==> src/rtl/icache_ctrl.sv <==
// Direct-mapped instruction cache with a single-outstanding line-fill FSM
// and saturating hit/miss performance counters.
module icache_ctrl #(
  parameter int unsigned LINES = 8,
  parameter int unsigned WPL   = 4
) (
  input  logic                clk,
  input  logic                rst,
  input  logic [15:0]         i_addr,
  output logic [15:0]         instr,
  output logic                i_rdy,
  input  logic                flush,
  output logic                mem_re,
  output logic [15:0]         mem_addr,
  input  logic                mem_rdy,
  input  logic [WPL*16-1:0]   mem_rd_data,
  output logic [15:0]         hit_cnt,
  output logic [15:0]         miss_cnt
);

  localparam int unsigned OFF_W  = $clog2(WPL);
  localparam int unsigned IDX_W  = $clog2(LINES);
  localparam int unsigned TAG_W  = 16 - IDX_W - OFF_W;
  localparam int unsigned LINE_W = WPL * 16;

  typedef enum logic [1:0] {
    S_COMPARE,
    S_WAIT,
    S_FILL
  } state_e;

  state_e                  state_q, state_d;
  logic [LINES-1:0]        valid_q, valid_d;
  logic [TAG_W-1:0]        tag_q   [LINES];
  logic [TAG_W-1:0]        tag_d   [LINES];
  logic [LINE_W-1:0]       data_q  [LINES];
  logic [LINE_W-1:0]       data_d  [LINES];
  logic                    mem_re_q, mem_re_d;
  logic [15:0]             mem_addr_q, mem_addr_d;
  logic [15:0]             hit_cnt_q, hit_cnt_d;
  logic [15:0]             miss_cnt_q, miss_cnt_d;
  logic                    flush_pend_q, flush_pend_d;

  logic [OFF_W-1:0]        lk_off;
  logic [IDX_W-1:0]        lk_idx;
  logic [TAG_W-1:0]        lk_tag;
  logic                    lk_hit;
  logic [IDX_W-1:0]        fill_idx;
  logic [TAG_W-1:0]        fill_tag;

  // Combinational lookup of the current PC and decode of the latched fill address.
  always_comb begin
    lk_off   = i_addr[OFF_W-1:0];
    lk_idx   = i_addr[OFF_W+IDX_W-1:OFF_W];
    lk_tag   = i_addr[15:OFF_W+IDX_W];
    lk_hit   = valid_q[lk_idx] && (tag_q[lk_idx] == lk_tag);
    fill_idx = mem_addr_q[OFF_W+IDX_W-1:OFF_W];
    fill_tag = mem_addr_q[15:OFF_W+IDX_W];
  end

  // Next-state, array update and output logic for the fill FSM.
  always_comb begin
    state_d      = state_q;
    valid_d      = valid_q;
    tag_d        = tag_q;
    data_d       = data_q;
    mem_re_d     = mem_re_q;
    mem_addr_d   = mem_addr_q;
    hit_cnt_d    = hit_cnt_q;
    miss_cnt_d   = miss_cnt_q;
    flush_pend_d = flush_pend_q;
    i_rdy        = 1'b0;
    instr        = '0;

    case (state_q)
      S_COMPARE: begin
        if (lk_hit) begin
          i_rdy = 1'b1;
          instr = data_q[lk_idx][{lk_off, 4'b0000} +: 16];
          if (hit_cnt_q != '1) hit_cnt_d = hit_cnt_q + 16'd1;
        end else begin
          mem_addr_d             = i_addr;
          mem_addr_d[OFF_W-1:0]  = '0;
          mem_re_d               = 1'b1;
          flush_pend_d           = 1'b0;
          state_d                = S_WAIT;
          if (miss_cnt_q != '1) miss_cnt_d = miss_cnt_q + 16'd1;
        end
      end
      S_WAIT: begin
        if (flush) flush_pend_d = 1'b1;
        if (mem_rdy) begin
          // A flush seen at any point while waiting leaves the returning line invalid.
          data_d[fill_idx]  = mem_rd_data;
          tag_d[fill_idx]   = fill_tag;
          valid_d[fill_idx] = !(flush || flush_pend_q);
          mem_re_d          = 1'b0;
          state_d           = S_FILL;
        end
      end
      S_FILL: begin
        flush_pend_d = 1'b0;
        state_d      = S_COMPARE;
      end
      default: begin
        mem_re_d = 1'b0;
        state_d  = S_COMPARE;
      end
    endcase

    if (flush) valid_d = '0;
  end

  // Control state, valid bits and counters.
  always_ff @(posedge clk) begin
    if (rst) begin
      state_q      <= S_COMPARE;
      valid_q      <= '0;
      mem_re_q     <= 1'b0;
      mem_addr_q   <= '0;
      hit_cnt_q    <= '0;
      miss_cnt_q   <= '0;
      flush_pend_q <= 1'b0;
    end else begin
      state_q      <= state_d;
      valid_q      <= valid_d;
      mem_re_q     <= mem_re_d;
      mem_addr_q   <= mem_addr_d;
      hit_cnt_q    <= hit_cnt_d;
      miss_cnt_q   <= miss_cnt_d;
      flush_pend_q <= flush_pend_d;
    end
  end

  // Tag and data storage; contents are qualified by the valid bits, so no reset.
  always_ff @(posedge clk) begin
    for (int unsigned i = 0; i < LINES; i++) begin
      tag_q[i]  <= tag_d[i];
      data_q[i] <= data_d[i];
    end
  end

  assign mem_re   = mem_re_q;
  assign mem_addr = mem_addr_q;
  assign hit_cnt  = hit_cnt_q;
  assign miss_cnt = miss_cnt_q;

endmodule
==> config.mk <==
export PLATFORM = sky130hd
export DESIGN_NAME = icache_ctrl
export DESIGN_NICKNAME = d
export VERILOG_FILES = /design/src/rtl/icache_ctrl.sv
export SDC_FILE = /design/constraint.sdc
export NUM_CORES = 1
export LEC_CHECK = 0
export CORE_MARGIN = 3
export CORE_UTILIZATION = 45
export DETAILED_ROUTE_END_ITERATION = 10
export GPL_TIMING_DRIVEN = 0
export PLACE_DENSITY = 0.65
export SLEW_MARGIN = 20
export SYNTH_ARGS = -nofsm -noshare
export SYNTH_HDL_FRONTEND = slang
export SYNTH_SLANG_ARGS = --single-unit
==> constraint.sdc <==
create_clock -name clk -period 6.54 [get_ports clk]
set_clock_uncertainty 0.15 [all_clocks]
set_input_delay 0.654 -clock clk [delete_from_list [all_inputs] [get_ports clk]]
set_output_delay 0.654 -clock clk [all_outputs]
set_load 0.05 [all_outputs]
==> metrics.csv <==
stage,metric,value,unit
run_status,status,"complete, no violations",
floorplanning,num_rows,87,
global_route,grt.busiest_layer,met2,
timing,tns,0,ns
global_route,grt_pass1_vias,13780,
synthesis,ys_ff_latch,658,
cts,clk_path_buf_depth,3,
layout,nets,1608,
synthesis,synthTopCellsByArea,"edfxtp_1, mux4_2, dfxtp_1",
pwr,share_seq_of_total_power,0.525,
global_route,grt.met1_usage,0.2833,
layout,fin_area,0.03120,mm2
cts,clock_latency,0.59,ns
layout,drive_above_1_share,0.2301,
run,maxCapViolCount,0,
floorplanning,io_pins,150,
pwr,internal_power,7029,uW
pwr,netSwitchingFraction,0.2113,
placed_design,placed_cell_area,0.02908,mm2
cts,numClockSinks,658,
floorplanning,die_y,245.2,um
synthesis,synth_area,0.02576,mm2
pwr,power.total,8913,uW
cts,ctsResizeCount,0,
synthesis,yosys-top-cells-count,"edfxtp_1, mux4_2, dfxtp_1",
global_route,grt.overflow.total,0,
synthesis,yosysSeqAreaShare,0.7446,
timing,hold_viol_final,0,
cts,cts_tree,yes,
pwr,p_comb_frac,0.062,
timing,fin_crit_sh,0.9139,
timing,slew_headroom,0.3056,
global_route,grt_usage,0.2052,
placed_design,gp_congestion,0.7856,
critical_path,start_kind,input port,
floorplanning,die_w,245.2,um
timing,setup_viol,0,
timing,holdWs,0.3477,ns
timing,fin_crit,5.977,ns
timing,worst_pin_slew,1.042,ns
pwr,power_density,285.7,mW/mm2
global_route,grt_pass1_wl,90.17,mm
routing,drt-vias-per-instance,5.716,
critical_path,arrival,5.17,ns
routing,drt_first_pass_iters,5,
floorplanning,core_area,0.05650,mm2
synthesis,yosysTopAreaCellShare,0.6995,
synthesis,yosysMostFrequentCell,edfxtp_1,
cts,post_cts_buffers,0,
routing,drc,0,
synthesis,yosysUniqueCellTypes,49,
cts,postCtsHoldBufs,0,
worst_hold_path,min_path_type,register to register,
timing,rsz0062_at_grt,no,
global_route,antenna_found_initial,9,
cts,clk_transition_reported_paths,0.06,ns
synthesis,ys.flop_type,edfxtp_1,
synthesis,synth-async-reset-ratio,0,
routing,vias,13340,
cts,htreeDepth,3,
pwr,switching_power,1884,uW
routing,wl_per_cell,25.81,um
routing,ant_nets,0,
layout,area_growth,21.13,%
cts,ctsRootBufferMaster,clkbuf_16,
floorplanning,die_area,0.06015,mm2
routing,postRouteWirelength,60.22,mm
timing,clock.fmax,167.3,MHz
pwr,clock_power_share,0.413,
global_route,grt_max_degree,21,
floorplanning,start_util,0.4559,
pwr,cellLeakagePower,0.009963,uW
routing,first_iter_violations,1288,
critical_path,path_class,input port to output port,
synthesis,synth_top_area_cell,edfxtp_1,
global_route,grt_use_met3,0.04839,
synthesis,ys_warn_count,0,
critical_path,crit_required,5.74,ns
placed_design,port_buffers,145,
cts,cts_buffers,68,
critical_path,end_kind,output port,
critical_path,crit_fanout,10,
synthesis,synth_edf_count,600,
timing,final_max_slew_viol_count,0,
global_route,met2_usage,0.3324,
pwr,ir_drop,0.1695,mV
synthesis,syn-mean-instance-area,20.35,um2
placed_design,dp.final_hpwl,40.02,mm
layout,nFillCells,4255,
synthesis,syn_inst,1266,
[worst max-delay path, stage by stage]
cell,delay [ns]
clkdlybuf4s50_1,0.57
buf_6,0.22
mux4_2,0.51
mux2i_1,0.26
xor2_1,0.27
nand3_1,0.11
nor4_1,0.34
nand4b_1,0.65
clkbuf_1,0.43
nor2_1,0.27
clkdlybuf4s50_1,0.86
[placed cells by master (no fill, tap or decap), types with 14 or more instances in the layout]
cell type	n
o21ai_0	18
clkinv_1	14
clkbuf_1	46
mux2i_1	41
clkinv_2	14
edfxtp_1	600
a21oi_1	32
nor2_1	48
clkdlybuf4s50_1	145
nand2_1	14
nor3_1	14
nor2b_1	20
buf_16	15
clkbuf_16	71
buf_2	21
dfxtp_1	58
mux4_2	174
nand3_1	33
[logic make-up after synthesis]
group / after synthesis / synth area share
buffers and inverters: 77 / 0.01384
AO/OA/AOI/OAI: 84 / 0.01904
multiplexers: 238 / 0.1781
adder cells (fa/ha/maj): 2 / 0.0009714
XOR/XNOR: 6 / 0.002040
AND/OR/NAND/NOR: 200 / 0.04124
flip-flops: 658 / 0.7446
other: 1 / 0.0001456
[layer usage]
layer,wire (um),part of all wire
met1,24890,0.41
met2,29710,0.49
met3,4504,0.075
met4,1040,0.017
met5,70,0.0012
[worst paths after layout]
check	startpoint	endpoint	slack, ns	depth (start not counted)
hold / removal	mem_re	mem_re	0.35	2
setup / recovery	i_addr[3]	instr[10]	0.56	11
hold reg to reg	mem_re	mem_re	0.35	2
setup reg to reg	tag_q[2]	hit_cnt[13]	3.45	8
[metrics by stage]
stage / utilization / std cells / worst slack, ns
after floorplan: - / 1267 / 1.567
after global placement: 0.4986 / 2168 / -2.531
after detailed placement: 0.5147 / 2208 / 0.5482
after CTS: 0.5521 / 2329 / 0.5282
after global routing: 0.5521 / 2330 / 0.4042
final: 0.5523 / 2333 / 0.5632
[state kept, by name, indices dropped and copies added, names as in the netlist]
| signal | cells |
|---|---|
| data_q | 512 |
| tag_q | 88 |
| valid_q | 8 |
| hit_cnt | 16 |
| mem_addr | 14 |
| mem_re | 1 |
| state_q | 2 |
| miss_cnt | 16 |
| flush_pend_q | 1 |
[final cells by class]
type                       instances  area, um2  share of cell area
sequential                       658      19180              0.6147
multi-input combinational        532       6294              0.2017
timing repair buffer             185       2301             0.07375
clock buffer                      83       1822             0.05839
tap                              756      945.9             0.03032
buffer                            70      334.1             0.01071
clock inverter                    38      289.0            0.009264
inverter                           7      26.28           0.0008422
antenna                            4      10.01           0.0003208
[power groups by stage]
stage | sequential (uW) | combinational, uW | clock (uW)
after CTS | 4680 | 561 | 3760
after global placement | 4770 | 527 | 0
after floorplan | 4790 | 273 | 0
after global routing | 4680 | 590 | 3930
final | 4680 | 554 | 3680
after detailed placement | 4770 | 559 | 0
Power figures use the tool's default switching activity.
